`src/rtl/seq_divider.sv`:
```
// seq_divider -- sequential restoring divider, one quotient bit per cycle.
//
// Purpose:
//   Unsigned WIDTH-bit division. An input handshake latches the operands.
//   The FSM then runs WIDTH restoring steps, MSB first, and presents the
//   quotient and remainder in DONE until the consumer accepts them.
//   Dividing by zero gives quotient = all ones and remainder = dividend.
//
// Configuration macro:
//   SEQ_DIVIDER_DIV_ZERO_EN -- when defined, a handshake with divisor == 0
//   skips CALC and enters DONE on the next edge with div_zero = 1. When the
//   macro is undefined, divisor == 0 takes the normal WIDTH-cycle path and
//   div_zero is tied to 0.
//
// Ports:
//   clk        in   clock; all state changes on the rising edge
//   rst        in   synchronous active-high reset
//   in_valid   in   operands valid
//   in_ready   out  block can accept operands (IDLE only)
//   dividend   in   WIDTH-bit unsigned numerator
//   divisor    in   WIDTH-bit unsigned denominator
//   out_valid  out  result valid (DONE only)
//   out_ready  in   consumer accepts result
//   quotient   out  WIDTH-bit unsigned quotient (registered)
//   remainder  out  WIDTH-bit unsigned remainder (registered)
//   div_zero   out  divide-by-zero flag, qualified by out_valid
module seq_divider #(
  parameter int WIDTH = 4
) (
  input  logic             clk,
  input  logic             rst,
  input  logic             in_valid,
  output logic             in_ready,
  input  logic [WIDTH-1:0] dividend,
  input  logic [WIDTH-1:0] divisor,
  output logic             out_valid,
  input  logic             out_ready,
  output logic [WIDTH-1:0] quotient,
  output logic [WIDTH-1:0] remainder,
  output logic             div_zero
);

  localparam int CW = (WIDTH > 1) ? $clog2(WIDTH) : 1;

  typedef enum logic [1:0] {
    IDLE = 2'd0,
    CALC = 2'd1,
    DONE = 2'd2
  } state_t;

  state_t           state_q, state_d;
  // dvd_q starts as the dividend. Each step shifts one dividend bit out of
  // the top and one quotient bit in at the bottom, so after WIDTH steps it
  // holds the quotient.
  logic [WIDTH-1:0] dvd_q, dvd_d;
  logic [WIDTH-1:0] dvs_q, dvs_d;
  // The partial remainder is always below the divisor, so WIDTH bits hold it.
  // The extra bit lives in shifted_s and diff_s.
  logic [WIDTH-1:0] prem_q, prem_d;
  logic [CW-1:0]    cnt_q, cnt_d;
  logic [WIDTH-1:0] quo_q, quo_d;
  logic [WIDTH-1:0] rem_q, rem_d;
`ifdef SEQ_DIVIDER_DIV_ZERO_EN
  logic             dz_q, dz_d;
`endif

  logic [WIDTH:0]   shifted_s;
  logic [WIDTH:0]   diff_s;
  logic             fits_s;

  // One restoring step: bring down the next dividend bit and trial-subtract.
  always_comb begin
    shifted_s = {prem_q, dvd_q[WIDTH-1]};
    diff_s    = shifted_s - {1'b0, dvs_q};
    // A clear sign bit means the trial subtraction did not underflow.
    fits_s    = ~diff_s[WIDTH];
  end

  // Next-state and datapath control.
  always_comb begin
    state_d = state_q;
    dvd_d   = dvd_q;
    dvs_d   = dvs_q;
    prem_d  = prem_q;
    cnt_d   = cnt_q;
    quo_d   = quo_q;
    rem_d   = rem_q;
`ifdef SEQ_DIVIDER_DIV_ZERO_EN
    dz_d    = dz_q;
`endif
    case (state_q)
      IDLE: begin
        if (in_valid) begin
          dvd_d  = dividend;
          dvs_d  = divisor;
          prem_d = '0;
          cnt_d  = CW'(WIDTH - 1);
`ifdef SEQ_DIVIDER_DIV_ZERO_EN
          if (divisor == '0) begin
            state_d = DONE;
            quo_d   = '1;
            rem_d   = dividend;
            dz_d    = 1'b1;
          end else begin
            state_d = CALC;
            dz_d    = 1'b0;
          end
`else
          state_d = CALC;
`endif
        end else begin
          state_d = IDLE;
        end
      end
      CALC: begin
        prem_d = fits_s ? diff_s[WIDTH-1:0] : shifted_s[WIDTH-1:0];
        if (WIDTH > 1) begin
          dvd_d = {dvd_q[WIDTH-2:0], fits_s};
        end else begin
          dvd_d = WIDTH'(fits_s);
        end
        if (cnt_q == '0) begin
          // Last step: publish the result into the output registers.
          state_d = DONE;
          quo_d   = dvd_d;
          rem_d   = prem_d;
        end else begin
          cnt_d   = cnt_q - CW'(1);
        end
      end
      DONE: begin
        if (out_ready) begin
          state_d = IDLE;
        end else begin
          state_d = DONE;
        end
      end
      default: begin
        state_d = IDLE;
      end
    endcase
  end

  // State and datapath registers with synchronous reset.
  always_ff @(posedge clk) begin
    if (rst) begin
      state_q <= IDLE;
      dvd_q   <= '0;
      dvs_q   <= '0;
      prem_q  <= '0;
      cnt_q   <= '0;
      quo_q   <= '0;
      rem_q   <= '0;
`ifdef SEQ_DIVIDER_DIV_ZERO_EN
      dz_q    <= 1'b0;
`endif
    end else begin
      state_q <= state_d;
      dvd_q   <= dvd_d;
      dvs_q   <= dvs_d;
      prem_q  <= prem_d;
      cnt_q   <= cnt_d;
      quo_q   <= quo_d;
      rem_q   <= rem_d;
`ifdef SEQ_DIVIDER_DIV_ZERO_EN
      dz_q    <= dz_d;
`endif
    end
  end

  assign in_ready  = (state_q == IDLE);
  assign out_valid = (state_q == DONE);
  assign quotient  = quo_q;
  assign remainder = rem_q;
`ifdef SEQ_DIVIDER_DIV_ZERO_EN
  assign div_zero  = dz_q;
`else
  assign div_zero  = 1'b0;
`endif

endmodule
```
`config.mk`:
```
export PLATFORM = sky130hd
export DESIGN_NAME = seq_divider
export DESIGN_NICKNAME = d
export VERILOG_FILES = /design/src/rtl/seq_divider.sv
export SDC_FILE = /design/constraint.sdc
export NUM_CORES = 1
export LEC_CHECK = 0
export CAP_MARGIN = 40
export CORE_UTILIZATION = 48
export CTS_BUF_LIST = sky130_fd_sc_hd__clkbuf_4
export DETAILED_ROUTE_END_ITERATION = 7
export PLACE_DENSITY_LB_ADDON = 0.2
export SETUP_SLACK_MARGIN = 0.15
export SYNTH_ARGS = -nofsm -noshare
export SYNTH_HDL_FRONTEND = slang
export SYNTH_SLANG_ARGS = --single-unit
```
`constraint.sdc`:
```
create_clock -name clk -period 1.8 [get_ports clk]
set_input_delay 0.18 -clock clk [delete_from_list [all_inputs] [get_ports clk]]
set_output_delay 0.18 -clock clk [all_outputs]
set_load 0.03 [all_outputs]
```
==> out/results.txt, run 1 <==
outcome: finished, violations left
failing checks: negative setup slack
Nets: 192
I/O pins: 23
cell area after synthesis: 1234 µm²
Die Span X: 52.70 µm
Req. time, crit path: 2040 ps
Netlist cell types: 45
initial antenna violation count: 0
Fin Setup TNS: -96.25 ps
startpoint type of the worst setup path: flop
ratio of cells with drive above 1 in the final layout: 18.02%
FF+latch count, synth: 24
largest net degree at the start of global routing: 22
CTS Buf Count: 3
WL per Instance: 12.78 µm
PwrDens: 861.5 nW/µm²
Max Cap Viol: 0
RSZ-0062 raised after global routing: yes
GRT overflow: 0
Tcrit/Tclk final: 101.5%
Final Hold Violating Endpoints: 0
YS warnings: 0
row count: 18
hpwl dp: 2033 µm
Routed WL: 2582 µm
clock sinks: 24
hold buffer count at CTS: 0
Fin Hold WS: 463.0 ps
DR pass1 iterations: 4
DR DRC count: 0
VDD IR max: 0.0007802 V
first-pass GRT wire length: 4374 µm
Worst-Skew Late Latency: 310 ps
Final Skew: 4.538 ps
CP arrival: 2070 ps
GP Congestion: 0.8690
Leak: 0.0005974 µW
register area share after synthesis: 38.95%
Tmin final: 1826 ps
hold crit path type: in2reg
die area: 2777 µm²
CTS H-tree lvls: 1
vias in the first global route: 1010
vias post-DR: 1095
share of the synthesized area in the top cell type: 38.95%
worst-path maximum fanout: 4
gr usage total: 21.61%
CTS tree: done
achievable clock frequency: 547.6 MHz
post-synthesis async set-or-reset flop share: 0%
area leader, netlist: dfxtp_1
Net Count, Synth: 162
Syn Inst Count: 144
CTS Root Buffer Type: clkbuf_4
Setup crit end kind: flop
Starting Density: 50.25%
Clock Path Buffers: 2
Final Worst Setup Slack: -26.24 ps
Syn Area/Cell: 8.567 µm²
core area: 2455 µm²
CP Class: reg2reg
vias per cell: 5.421
Die Y: 52.70 µm
largest cells by area after synthesis: dfxtp_1 39%, nor2_1 6.4%, ha_1 5.1%
area growth from synthesis to layout: 28.50%
antenna-violating nets left: 0
initial DRC count: 17
PortBufs: 21
predominant post-synthesis flop cell: dfxtp_1
Worst-path clk slew: 120 ps
Max Slew Vio Count: 0
Post-synth EDFFs: 0
n_diodes: 0
Setup-failing EPs final: 6
==> state kept, by name (all words and copies together), names as in the netlist <==
name,cells
dvd_q,4
remainder,4
state_q,2
dvs_q,4
cnt_q,2
prem_q,4
quotient,4
==> metrics by stage <==
| stage | cells | total power, µW | util, % | cell area (µm²) | setup slack [ps] |
|---|---|---|---|---|---|
| floorplan | 144 | 970.2 | - | 1256 | 13.91 |
| global placement | 197 | 1102 | 62.44 | 1533 | 4.628 |
| detailed placement | 197 | 1116 | 62.44 | 1533 | -53.58 |
| CTS | 202 | 1362 | 64.32 | 1579 | -36.00 |
| global route | 202 | 1456 | 64.58 | 1585 | -114.4 |
| finish | 202 | 1366 | 64.58 | 1585 | -26.24 |
==> layout make-up <==
type                       count  area, µm²
clock buffer                   3      22.52
fill                         213      869.6
inverter                      11      41.29
multi-input combinational    104      725.7
sequential                    24      483.0
tap                           30      37.54
timing repair buffer          30      275.3
==> layer usage <==
metal | up-vias | routed length [µm] | GRT usage (%)
li1 | 567 | - | -
met1 | 502 | 1230 | 27.27
met2 | 22 | 1249 | 35.02
met3 | 4 | 82 | 6.087
met4 | 0 | 20 | 7.018
met5 | - | 0 | 0
==> final timing paths <==
check	depth (start not counted)	start	to	slack, ps
worst min register to register	2	quotient[1]	quotient[1]	470
worst min-delay path	3	divisor[3]	dvs_q[3]	460
worst max register to register	9	dvd_q[3]	prem_q[3]	-30
worst max-delay path	9	dvd_q[3]	prem_q[3]	-30
==> synthesized netlist by cell type, drive strengths merged, types with 2 or more instances <==
master / n
a21oi: 13
ha: 5
nand2: 13
nand3b: 2
a21boi: 2
nor3: 2
nand2b: 3
dfxtp: 24
nor2: 21
o22ai: 3
o211ai: 3
a211oi: 6
a221oi: 2
nand3: 6
inv: 11
buf: 3
clkbuf: 2
o21ai: 2
a311oi: 2
==> report_power, final <==
group          switching [µW]  leakage [µW]  total [µW]  internal, µW
Clock                     147     0.0000138         225          78.4
Sequential               41.1      0.000197         622           581
Combinational             283      0.000386         518           235
Total                     471      0.000597        1370           894
==> critical path: stages, from the launching register on <==
cell      delay, ps
dfxtp_2         340
inv_2            60
ha_4            130
inv_2            30
fa_2            340
a21o_1          210
a211oi_4        300
buf_4           180
o211ai_1         70
o211ai_1        100
==> placed cells by master, fill, tap and decap left out, drive strengths merged, types with 3 or more instances in the layout <==
cell / n
ha: 5
nand2: 13
nand2b: 3
nor2: 21
buf: 9
o22ai: 3
clkdlybuf4s50: 19
a211oi: 6
dfxtp: 24
clkbuf: 3
o211ai: 3
nand3: 6
a21oi: 13
inv: 11
==> repair_timing <==
item                                    CTS  global route
gates resized for setup                   5             2
buffers inserted                          2             0
pin swaps                                 8             3
endpoints found under the setup margin   12            10
==> cells by family (layout without fill, tap and decap cells) <==
| logic type | after synthesis | in the layout | synth area share [%] |
|---|---|---|---|
| compound gates | 42 | 42 | 26.07 |
| xor+xnor | 1 | 1 | 0.7101 |
| mux | 1 | 1 | 0.8114 |
| flops | 24 | 24 | 38.95 |
| other cells | 1 | 1 | 0.3040 |
| fa+ha+maj | 6 | 6 | 6.694 |
| buf+inv | 16 | 44 | 5.274 |
| simple gates | 53 | 53 | 21.20 |
Note: power is estimated with default switching activity, not from simulation.
==> inputs of run 2 (changes only) <==
--- a/config.mk
+++ b/config.mk
@@ -6,7 +6,7 @@
 export NUM_CORES = 1
 export LEC_CHECK = 0
 export CAP_MARGIN = 40
-export CORE_UTILIZATION = 48
+export CORE_UTILIZATION = 45
 export CTS_BUF_LIST = sky130_fd_sc_hd__clkbuf_4
 export DETAILED_ROUTE_END_ITERATION = 7
 export PLACE_DENSITY_LB_ADDON = 0.2
==> run 2 against run 1 <==
  * The run still ends with negative setup slack left
  * Die area is 6.4% higher
  * Clock skew is 8.0 ps higher
  * Critical path depth stayed put
  * Via count is 3.7% higher
  * Cell area is 2.4% higher
  * Routed wire length is 5.0% higher
  * Critical endpoint is now remainder[3]
  * Total power is 13% higher
  * Utilization is 0.76 points lower
  * Register-to-register slack hardly changed
  * First-iteration DRC count is 35% higher
  * Sequential power hardly changed
  * Largest power group unchanged
==> out/results.txt, run 2 (same netlist as run 1, synthesis figures left out) <==
CTS H-tree lvls: 1
sequential power share: 40.5%
worst reg2reg path depth: 9
first-pass GRT wire length: 4360 µm
Tmin final: 1815 ps
Clock Path Buffers: 2
Worst Hold Launch: divisor[1]
combinational share of power: 33.9%
PortBufs: 21
Leak: 0.0006166 µW
most common cell after layout, fill and taps aside: dfxtp_1
PwrDens: 946.2 nW/µm²
Max Cap Viol: 0
initial antenna violation count: 0
startpoint type of the worst setup path: flop
ratio of cells with drive above 1 in the final layout: 17.82%
Fillers: 219
Routed WL: 2710 µm
Setup-failing EPs final: 1
Final Worst Setup Slack: -14.98 ps
failing checks: negative setup slack
DR DRC count: 0
n_diodes: 0
Die Y: 54.36 µm
RSZ-0062 raised after global routing: yes
core area: 2545 µm²
CTS tree: done
CP arrival: 2070 ps
vias in the first global route: 977
RR Startpoint: dvd_q[3]
initial DRC count: 23
hold crit path type: in2reg
row count: 18
Tcrit/Tclk final: 100.8%
GRT overflow: 0
Req. time, crit path: 2060 ps
I/O pins: 23
most frequent cells in the layout: 22 x dfxtp_1, 21 x nor2_1, 19 x clkdlybuf4s50_1, 13 x nand2_1, 11 x a21oi_1
Switch Pwr: 491.1 µW
WHS Path Cells: 3
Max Slew Vio Count: 0
Clk network pwr share: 25.5%
Final Core Density: 63.82%
Starting Density: 48.48%
CTS Root Buffer Type: clkbuf_4
WL per Instance: 13.28 µm
DR pass1 iterations: 4
Final Hold Violating Endpoints: 0
hpwl dp: 2072 µm
vias per cell: 5.569
gr usage total: 20.71%
VDD IR max: 0.0006895 V
switching share of power: 31.96%
achievable clock frequency: 551.0 MHz
GP Congestion: 0.9080
Worst-path clk slew: 140 ps
clock sinks: 24
area growth from synthesis to layout: 31.64%
Worst-Skew Late Latency: 330 ps
CP Class: reg2reg
antenna-violating nets left: 0
Placed Cells: 197
worst-path maximum fanout: 6
hold path endpoint: dvs_q[1]
Final Skew: 12.54 ps
die area: 2955 µm²
Die Span X: 54.36 µm
total internal power: 1046 µW
Nets: 193
Tot Pwr: 1537 µW
vias post-DR: 1136
worst r2r dst: remainder[3]
r2r setup slk: -10 ps
CTS Buf Count: 3
Finished Layout Cells: 204
largest net degree at the start of global routing: 22
Setup crit end kind: flop
outcome: finished, violations left
## run 2: cell count changes in the layout (fill, tap and decap cells not counted), sizes merged
cell / previous run / this run
buf: 9 / 10
bufinv: 0 / 1
## run 2: what timing repair did
item | CTS | global route
gates resized for setup | 4 | 2
hold buffers | 0 | 0
endpoints found under the setup margin | 12 | 10
buffers inserted | 3 | 0
cloned | 0 | 0
pin swaps | 10 | 2
## run 2: layer usage
metal,global-route usage (%),up-vias,share of wire (%)
met4,3.846,0,0.63
met5,0,-,0
met1,28.07,540,48
met2,33.74,20,49
met3,4.444,2,2.8
li1,-,574,-
## run 2: final cells by class
cell class | instances | area (µm²) | area share (%)
inverters | 11 | 41.29 | 2.542
clock inverters | 1 | 30.03 | 1.849
clock buffers | 3 | 22.52 | 1.387
repair buffers | 31 | 282.8 | 17.41
well taps | 30 | 37.54 | 2.311
flip-flops and latches | 24 | 483.0 | 29.74
multi-input cells | 104 | 726.9 | 44.76
## run 2: worst max path at each step
| stage | from | to | slack (ps) | depth (start not counted) |
|---|---|---|---|---|
| floorplan | dvd_q[3] | remainder[3] | 10 | 8 |
| global placement | dvd_q[3] | remainder[0] | 10 | 8 |
| detailed placement | dvd_q[3] | remainder[1] | -50 | 8 |
| CTS | dvd_q[3] | remainder[3] | -40 | 8 |
| global route | dvd_q[3] | remainder[3] | -140 | 8 |
| finish | dvd_q[3] | remainder[3] | -10 | 9 |
## run 2: critical path: stages (launching register included)
cell,delay (ps)
dfxtp_2,350
inv_2,60
ha_4,130
inv_2,30
fa_2,330
buf_4,160
nand3_4,80
a21bo_4,170
nand4b_1,150
a311oi_2,280
## run 2: power by group through the flow
stage | logic (µW) | clock network [µW] | registers (µW)
floorplan | 324 | 0 | 646
global placement | 470 | 0 | 632
detailed placement | 482 | 0 | 635
CTS | 510 | 404 | 623
global route | 578 | 419 | 629
finish | 522 | 392 | 623
## run 2: through the flow
step                cell area, µm²  setup TNS [ps]  setup slack, ps  hold slack, ps
finish                        1624          -14.98           -14.98           450.6
global route                  1624          -667.9           -138.8           465.0
CTS                           1613          -86.43           -43.43           444.5
detailed placement            1533          -153.5           -54.97           453.0
global placement              1533               0            9.810           443.0
floorplan                     1256               0            13.91           318.6
